[src/rtl/uart_stim_pkg.sv]
// Shared definitions for the UART stimulus transmitter.
//   - parity mode encodings (PAR_NONE / PAR_ODD / PAR_EVEN)
//   - transmit FSM state type
//   - calc_div(): rounded clocks-per-bit for a clock/baud pair
package uart_stim_pkg;

  localparam int PAR_NONE = 0;
  localparam int PAR_ODD  = 1;
  localparam int PAR_EVEN = 2;

  typedef enum logic [2:0] {
    IDLE,
    START,
    DATA,
    PAR,
    STOP,
    GAP
  } state_t;

  // Round to nearest so the bit period error stays within half a clock.
  function automatic int calc_div(input longint clk_freq, input longint baud);
    return int'((clk_freq + (baud / 2)) / baud);
  endfunction

endpackage

[src/rtl/uart_stim_tx_if.sv]
// Write-side and status bundle for uart_stim_tx.
//   master (producer / bench): drives wr_en, wr_data, bad_stop
//   slave  (uart_stim_tx)    : drives full, empty, count, ovf, busy, txd, dbg_state
//
// Handshake: wr_en is a one-cycle push strobe qualified by full, which acts
// as the inverse of ready. On any rising clk edge with wr_en=1 the entry
// {bad_stop, wr_data} is stored if full=0, or if the transmitter pops the
// head on that same edge; otherwise it is dropped and ovf latches high.
// There is no stall: the producer must watch full itself.
interface uart_stim_tx_if #(
  parameter int DATA_BITS  = 8,
  parameter int FIFO_DEPTH = 16
);
  import uart_stim_pkg::*;

  localparam int CW = $clog2(FIFO_DEPTH) + 1;

  logic                 wr_en;
  logic [DATA_BITS-1:0] wr_data;
  logic                 bad_stop;
  logic                 full;
  logic                 empty;
  logic [CW-1:0]        count;
  logic                 ovf;
  logic                 busy;
  logic                 txd;
  state_t               dbg_state;

  modport master (
    output wr_en, wr_data, bad_stop,
    input  full, empty, count, ovf, busy, txd, dbg_state
  );

  modport slave (
    input  wr_en, wr_data, bad_stop,
    output full, empty, count, ovf, busy, txd, dbg_state
  );

endinterface

[src/rtl/uart_stim_tx_fifo_sync.sv]
// Synchronous first-word-fall-through FIFO.
//   clk, rst      : clock, asynchronous active-high reset
//   push, wdata   : write strobe and data
//   pop, rdata    : read strobe; rdata always shows the head entry
//   full, empty   : occupancy flags
//   count         : number of stored entries (0..DEPTH)
// A push while full is still accepted when a pop happens on the same edge.
module fifo_sync #(
  parameter int WIDTH = 9,
  parameter int DEPTH = 16
) (
  input  logic                     clk,
  input  logic                     rst,
  input  logic                     push,
  input  logic [WIDTH-1:0]         wdata,
  input  logic                     pop,
  output logic [WIDTH-1:0]         rdata,
  output logic                     full,
  output logic                     empty,
  output logic [$clog2(DEPTH):0]   count
);

  localparam int AW = $clog2(DEPTH);

  logic [WIDTH-1:0] mem [DEPTH];
  logic [AW-1:0]    wr_ptr;
  logic [AW-1:0]    rd_ptr;
  logic             do_push;
  logic             do_pop;

  assign do_pop  = pop && !empty;
  assign do_push = push && (!full || do_pop);
  assign full    = (count == (AW + 1)'(DEPTH));
  assign empty   = (count == '0);
  assign rdata   = mem[rd_ptr];

  // Storage carries no reset; only the pointers define validity.
  always_ff @(posedge clk) begin
    if (do_push) mem[wr_ptr] <= wdata;
  end

  always_ff @(posedge clk or posedge rst) begin
    if (rst) begin
      wr_ptr <= '0;
      rd_ptr <= '0;
      count  <= '0;
    end else begin
      if (do_push) wr_ptr <= wr_ptr + 1'b1;
      if (do_pop)  rd_ptr <= rd_ptr + 1'b1;
      case ({do_push, do_pop})
        2'b10:   count <= count + 1'b1;
        2'b01:   count <= count - 1'b1;
        default: count <= count;
      endcase
    end
  end

endmodule

[src/rtl/uart_stim_tx.sv]
// Framed UART stimulus generator: words pushed through the bus interface are
// queued in a FIFO and serialised on txd (LSB first) with optional parity,
// 1 or 2 stop bits, optional idle gap and per-word stop-bit corruption.
//   clk  : system clock
//   rst  : asynchronous active-high reset; txd returns high immediately
//   bus  : uart_stim_tx_if.slave -- wr_en/wr_data/bad_stop in;
//          full/empty/count/ovf/busy/txd/dbg_state out
// The interface DATA_BITS / FIFO_DEPTH must match this module's parameters.
module uart_stim_tx
  import uart_stim_pkg::*;
#(
  parameter int CLK_FREQ   = 50000000,
  parameter int BAUD       = 115200,
  parameter int DATA_BITS  = 8,
  parameter int PARITY     = 0,
  parameter int STOP_BITS  = 1,
  parameter int FIFO_DEPTH = 16,
  parameter int GAP_BITS   = 0
) (
  input logic           clk,
  input logic           rst,
  uart_stim_tx_if.slave bus
);

  localparam int DIV     = calc_div(CLK_FREQ, BAUD);
  localparam int BAUD_W  = (DIV > 2) ? $clog2(DIV) : 1;
  localparam int BIT_MAX = (GAP_BITS > DATA_BITS) ? GAP_BITS : DATA_BITS;
  localparam int BIT_W   = $clog2(BIT_MAX);

  localparam logic [BAUD_W-1:0] LAST_BAUD = BAUD_W'(DIV - 1);
  localparam logic [BIT_W-1:0]  LAST_DATA = BIT_W'(DATA_BITS - 1);
  localparam logic [BIT_W-1:0]  LAST_STOP = BIT_W'(STOP_BITS - 1);
  localparam logic [BIT_W-1:0]  LAST_GAP  = BIT_W'((GAP_BITS > 0) ? GAP_BITS - 1 : 0);

  // Elaboration-time parameter checks.
  if (DIV < 2) begin : g_err_div
    $error("uart_stim_tx: bit period DIV=%0d must be at least 2", DIV);
  end
  if (DATA_BITS < 5 || DATA_BITS > 9) begin : g_err_data
    $error("uart_stim_tx: DATA_BITS=%0d outside 5..9", DATA_BITS);
  end
  if (PARITY != PAR_NONE && PARITY != PAR_ODD && PARITY != PAR_EVEN) begin : g_err_par
    $error("uart_stim_tx: PARITY=%0d is not 0, 1 or 2", PARITY);
  end
  if (STOP_BITS < 1 || STOP_BITS > 2) begin : g_err_stop
    $error("uart_stim_tx: STOP_BITS=%0d is not 1 or 2", STOP_BITS);
  end
  if (FIFO_DEPTH < 2 || (FIFO_DEPTH & (FIFO_DEPTH - 1)) != 0) begin : g_err_depth
    $error("uart_stim_tx: FIFO_DEPTH=%0d must be a power of 2, at least 2", FIFO_DEPTH);
  end
  if (GAP_BITS < 0) begin : g_err_gap
    $error("uart_stim_tx: GAP_BITS=%0d must not be negative", GAP_BITS);
  end

  // FIFO entry layout: {bad_stop, payload}
  logic [DATA_BITS:0]   head;
  logic [DATA_BITS-1:0] head_data;
  logic                 head_bad;
  logic                 fifo_full;
  logic                 fifo_empty;
  logic                 pop;

  state_t               state;
  logic [BAUD_W-1:0]    baud_cnt;
  logic [BIT_W-1:0]     bit_cnt;
  logic [DATA_BITS-1:0] sh;
  logic                 par_q;
  logic                 bad_q;
  logic                 txd_q;
  logic                 ovf_q;
  logic                 baud_last;

  assign head_data = head[DATA_BITS-1:0];
  assign head_bad  = head[DATA_BITS];
  assign pop       = (state == IDLE) && !fifo_empty;
  assign baud_last = (baud_cnt == LAST_BAUD);

  fifo_sync #(
    .WIDTH (DATA_BITS + 1),
    .DEPTH (FIFO_DEPTH)
  ) u_fifo (
    .clk   (clk),
    .rst   (rst),
    .push  (bus.wr_en),
    .wdata ({bus.bad_stop, bus.wr_data}),
    .pop   (pop),
    .rdata (head),
    .full  (fifo_full),
    .empty (fifo_empty),
    .count (bus.count)
  );

  // A write is only lost when full and nothing leaves on the same edge.
  always_ff @(posedge clk or posedge rst) begin
    if (rst) begin
      ovf_q <= 1'b0;
    end else if (bus.wr_en && fifo_full && !pop) begin
      ovf_q <= 1'b1;
    end
  end

  // Transmit FSM. txd is registered and preset by the async reset, so the
  // line goes high the moment rst rises. Each state's line level is loaded
  // on the edge that enters it; the baud counter wraps to 0 on every
  // transition, so it is already 0 whenever IDLE is re-entered.
  always_ff @(posedge clk or posedge rst) begin
    if (rst) begin
      state    <= IDLE;
      baud_cnt <= '0;
      bit_cnt  <= '0;
      sh       <= '0;
      par_q    <= 1'b0;
      bad_q    <= 1'b0;
      txd_q    <= 1'b1;
    end else begin
      if (state != IDLE) baud_cnt <= baud_last ? '0 : baud_cnt + 1'b1;

      case (state)
        IDLE: begin
          if (!fifo_empty) begin
            sh      <= head_data;
            par_q   <= (PARITY == PAR_EVEN) ? ^head_data : ~^head_data;
            bad_q   <= head_bad;
            bit_cnt <= '0;
            txd_q   <= 1'b0;
            state   <= START;
          end
        end
        START: begin
          if (baud_last) begin
            txd_q <= sh[0];
            state <= DATA;
          end
        end
        DATA: begin
          if (baud_last) begin
            if (bit_cnt == LAST_DATA) begin
              bit_cnt <= '0;
              if (PARITY != PAR_NONE) begin
                txd_q <= par_q;
                state <= PAR;
              end else begin
                txd_q <= ~bad_q;
                state <= STOP;
              end
            end else begin
              bit_cnt <= bit_cnt + 1'b1;
              sh      <= sh >> 1;
              txd_q   <= sh[1];
            end
          end
        end
        PAR: begin
          if (baud_last) begin
            bit_cnt <= '0;
            txd_q   <= ~bad_q;
            state   <= STOP;
          end
        end
        STOP: begin
          if (baud_last) begin
            txd_q <= 1'b1;
            if (bit_cnt == LAST_STOP) begin
              bit_cnt <= '0;
              state   <= (GAP_BITS > 0) ? GAP : IDLE;
            end else begin
              bit_cnt <= bit_cnt + 1'b1;
            end
          end
        end
        GAP: begin
          if (baud_last) begin
            if (bit_cnt == LAST_GAP) begin
              bit_cnt <= '0;
              state   <= IDLE;
            end else begin
              bit_cnt <= bit_cnt + 1'b1;
            end
          end
        end
        default: begin
          txd_q <= 1'b1;
          state <= IDLE;
        end
      endcase
    end
  end

  assign bus.full      = fifo_full;
  assign bus.empty     = fifo_empty;
  assign bus.ovf       = ovf_q;
  assign bus.busy      = (state != IDLE);
  assign bus.txd       = txd_q;
  assign bus.dbg_state = state;

endmodule

[src/flat_wrapper.sv]
// flat-port wrapper written by rule: the top's interface ports become plain ports
module uart_stim_tx_flat import uart_stim_pkg::*;
#(
  parameter int CLK_FREQ   = 50000000,
  parameter int BAUD       = 115200,
  parameter int DATA_BITS  = 8,
  parameter int PARITY     = 0,
  parameter int STOP_BITS  = 1,
  parameter int FIFO_DEPTH = 16,
  parameter int GAP_BITS   = 0
)
  (clk, rst, bus_wr_en, bus_wr_data, bus_bad_stop, bus_full, bus_empty, bus_count, bus_ovf, bus_busy, bus_txd, bus_dbg_state);
  uart_stim_tx_if #(.DATA_BITS(DATA_BITS), .FIFO_DEPTH(FIFO_DEPTH)) bus_i ();
  input logic clk;
  input logic rst;
  input wire logic [$bits(bus_i.wr_en)-1:0] bus_wr_en;
  input wire logic [$bits(bus_i.wr_data)-1:0] bus_wr_data;
  input wire logic [$bits(bus_i.bad_stop)-1:0] bus_bad_stop;
  output wire logic [$bits(bus_i.full)-1:0] bus_full;
  output wire logic [$bits(bus_i.empty)-1:0] bus_empty;
  output wire logic [$bits(bus_i.count)-1:0] bus_count;
  output wire logic [$bits(bus_i.ovf)-1:0] bus_ovf;
  output wire logic [$bits(bus_i.busy)-1:0] bus_busy;
  output wire logic [$bits(bus_i.txd)-1:0] bus_txd;
  output wire logic [$bits(bus_i.dbg_state)-1:0] bus_dbg_state;
  assign bus_i.wr_en = bus_wr_en;
  assign bus_i.wr_data = bus_wr_data;
  assign bus_i.bad_stop = bus_bad_stop;
  assign bus_full = bus_i.full;
  assign bus_empty = bus_i.empty;
  assign bus_count = bus_i.count;
  assign bus_ovf = bus_i.ovf;
  assign bus_busy = bus_i.busy;
  assign bus_txd = bus_i.txd;
  assign bus_dbg_state = bus_i.dbg_state;
  uart_stim_tx #(.CLK_FREQ(CLK_FREQ), .BAUD(BAUD), .DATA_BITS(DATA_BITS), .PARITY(PARITY), .STOP_BITS(STOP_BITS), .FIFO_DEPTH(FIFO_DEPTH), .GAP_BITS(GAP_BITS)) u_core (.clk(clk), .rst(rst), .bus(bus_i));
endmodule
[config.mk]
export PLATFORM = sky130hd
export DESIGN_NAME = uart_stim_tx_flat
export DESIGN_NICKNAME = d
export VERILOG_FILES = /design/src/rtl/uart_stim_pkg.sv /design/src/rtl/uart_stim_tx_if.sv /design/src/rtl/uart_stim_tx_fifo_sync.sv /design/src/rtl/uart_stim_tx.sv /design/src/flat_wrapper.sv
export SDC_FILE = /design/constraint.sdc
export NUM_CORES = 1
export LEC_CHECK = 0
export ABC_CLOCK_PERIOD_IN_PS = 7000
export CORE_MARGIN = 1
export CORE_UTILIZATION = 40
export CTS_BUF_LIST = sky130_fd_sc_hd__clkbuf_8
export DETAILED_ROUTE_END_ITERATION = 8
export RECOVER_POWER = 100
export SKIP_LAST_GASP = 1
export SLEW_MARGIN = 20
export SYNTH_ARGS = -nofsm -noshare
export SYNTH_HDL_FRONTEND = slang
export SYNTH_SLANG_ARGS = --single-unit
[constraint.sdc]
create_clock -name clk -period 7 [get_ports clk]
set_input_delay 1.4 -clock clk [delete_from_list [all_inputs] [get_ports clk]]
set_output_delay 1.4 -clock clk [all_outputs]
set_load 0.05 [all_outputs]
==> results.py <==
metrics = {
    "synthesis": {
        "synth_nets": 473,
        "yosysWarnings": 0,
        "synth_cell_types": 55,
        "yosysSeqAreaShare": 0.702,
        "ys_seq_elements": 183,
        "syn_inst": 450,
        "synth_edf_count": 144,
        "syn_area_per_cell_um2": 16.8,
        "async_reset_ff_frac": 0.213,
        "syn_area_um2": 7550,
        "synthFlopType": "edfxtp_1",
    },
    "run_status": {
        "status": "finished, violations left",
        "violations": "max-capacitance violations, max-slew violations",
    },
    "critical_path": {
        "arrival_ps": 3500,
        "r2r-end": "u_core.u_fifo.count[4]",
        "worstRegToRegCells": 8,
        "startpoint_type": "flop",
        "setup.worst_path.class": "reg -> out",
        "worstSetupEndpointType": "output pin",
        "rrSetupSlack_ps": 3030,
        "crit_start": "u_core.bus.dbg_state[1]",
        "crit_fanout": 14,
        "regToRegStartpoint": "u_core.bus.dbg_state[1]",
        "worstSetupEndpoint": "bus_busy",
        "critPathRequiredTime_ps": 5600,
    },
    "min_path": {
        "min-delay-path-class": "reg -> reg",
    },
    "drt": {
        "initialDrtViolationCount": 320,
        "routed_via_density": 5.42,
        "totalWireLength_um": 14600,
        "route.antenna.remaining_nets": 0,
        "dr.pass1.iters": 4,
        "num_vias": 3895,
        "wl_per_cell_um": 20.4,
        "drc_errors": 0,
    },
    "clocking": {
        "post_cts_buffers": 0,
        "cts_resized": 0,
        "cts_buffer_depth": 2,
        "clk_latency_ps": 470,
        "cts_made_buffers": 17,
        "clock_sinks": 183,
        "cts.hold.buffers_added": 0,
        "htreeDepth": 4,
        "cts_tree": "built",
        "cts_root_buffer": "clkbuf_8",
        "clk_pin_slew_worst_paths_ps": 110,
    },
    "power": {
        "leakagePower_nw": 2.84,
        "vdd_drop_max_v": 0.000195,
        "p_per_area_nw_per_um2": 363,
    },
    "placed_design": {
        "dp_hpwl_um": 9690,
        "place_area_um2": 8000,
        "numPortBuffers": 24,
        "gp_congestion": 0.781,
    },
    "sta": {
        "drv_slew": 56,
        "rsz0062_at_grt": "no",
        "setup-violations-final": 0,
        "post-route-min-period_ps": 4900,
        "setup_tns_ps": 0,
        "period_share": 0.699,
        "hold_violations": 0,
        "worst_pin_slew_ps": 2160,
        "skew_ps": 19.5,
        "max-slew-margin-rel": -0.437,
        "fmax_ghz": 0.204,
    },
    "cells_and_area": {
        "n_fill_cell": 1548,
        "drive_above_1_share": 0.160,
        "final_area_um2": 8380,
        "fin_nets": 499,
        "antennaDiodeCount": 0,
        "finish.utilization": 0.460,
        "layout_commonest_cell": "edfxtp_1",
        "final_cell_mix": "144 x edfxtp_1, 37 x mux4_2, 37 x dfrtp_1",
        "area_delta_synth_final_pct": 10.9,
    },
    "floorplanning": {
        "die-area_um2": 19400,
        "start_util": 0.415,
        "rows": 49,
        "coreArea_um2": 18200,
        "io_pins": 25,
        "dieHeight_um": 139,
        "die_w_um": 139,
    },
    "global_routing": {
        "grt_pass1_vias": 3996,
        "antenna_found_initial": 0,
        "grt_pass1_wl_um": 23000,
        "grt_max_degree": 40,
        "grtUsageTotal": 0.162,
        "gr-total-overflow": 0,
    },
    "job": {
        "cap_violations": 2,
    },
}
==> flip-flops by register name (all words and copies together) (netlist names) <==
signal / flops
u_core.bad_q: 1
u_core.u_fifo.mem: 144
u_core.u_fifo.wr_ptr: 4
u_core.u_fifo.rd_ptr: 4
u_core.bus.dbg_state: 3
u_core.bus.txd: 1
u_core.sh: 8
u_core.bus.ovf: 1
u_core.baud_cnt: 9
u_core.u_fifo.count: 5
u_core.bit_cnt: 3
==> area by class of cell <==
type / count / area (µm²) / share of cell area
sequential: 183 / 5300 / 0.633
multi-input combinational: 237 / 2090 / 0.250
tap: 229 / 287 / 0.0342
timing repair buffer: 27 / 259 / 0.0309
clock buffer: 18 / 248 / 0.0296
clock inverter: 14 / 149 / 0.0178
inverter: 10 / 37.5 / 0.00448
==> report_power, final <==
group | total (mW) | internal, mW | switching [mW]
clock | 0.700 | 0.279 | 0.421
sequential | 1.47 | 1.34 | 0.125
combinational | 0.868 | 0.378 | 0.490
total | 3.04 | 2.00 | 1.04
==> routing by layer <==
| layer | GRT usage | routed length (µm) | vias up |
|---|---|---|---|
| li1 | - | - | 1816 |
| met1 | 0.218 | 6530 | 1997 |
| met2 | 0.259 | 7300 | 75 |
| met3 | 0.0406 | 670 | 7 |
| met4 | 0.0526 | 117 | 0 |
| met5 | 0 | 0 | - |
==> per-stage QoR <==
stage	std cells	total power, mW	hold WS (ps)	setup WS (ps)
3_3_place_gp	686	2.37	458	3120
3_5_place_dp	686	2.39	463	3100
4_1_cts	718	3.08	485	2570
2_1_floorplan	450	2.12	460	3560
6_report	718	3.04	484	2100
5_1_grt	718	3.21	515	1730
==> synthesized netlist by cell type, types with 6 or more instances <==
cell | instances | area (µm²)
nor3_1 | 9 | 45.0
o21ai_0 | 16 | 80.1
mux4_2 | 37 | 833
clkbuf_1 | 10 | 37.5
xnor2_1 | 11 | 96.3
ha_1 | 11 | 138
a21oi_1 | 18 | 90.1
and3_1 | 6 | 37.5
nand2_1 | 27 | 101
buf_2 | 6 | 30.0
and2_1 | 12 | 75.1
nor2_1 | 17 | 63.8
o22ai_1 | 17 | 106
edfxtp_1 | 144 | 4320
inv_1 | 9 | 33.8
dfrtp_1 | 38 | 951
==> worst max-delay path, cell delays in order, from the launching register on <==
cell	delay, ps
dfrtp_1	530
nor3_1	1020
clkinv_1	560
dlygate4sd3_1	910
==> kinds of logic (layout without fill, tap and decap cells) <==
logic type / after synthesis / after routing / share of synthesized area
DFF: 183 / 183 / 0.702
and+or+nand+nor: 100 / 100 / 0.0688
AOI/OAI and AO/OA: 68 / 68 / 0.0570
muxes: 43 / 43 / 0.119
buffers and inverters: 30 / 69 / 0.0179
xor gates and xnor gates: 15 / 15 / 0.0174
adders and majority gates: 11 / 11 / 0.0182
==> how the worst min path moves through the flow <==
stage | cells past startpoint | start | to
finish | 1 | u_core.bus.ovf | u_core.bus.ovf
global placement | 1 | u_core.bus.ovf | u_core.bus.ovf
global route | 1 | u_core.bus.ovf | u_core.bus.ovf
detailed placement | 1 | u_core.bus.ovf | u_core.bus.ovf
floorplan | 2 | u_core.bad_q | u_core.bad_q
CTS | 1 | u_core.bus.ovf | u_core.bus.ovf
Power figures use the tool's default switching activity.
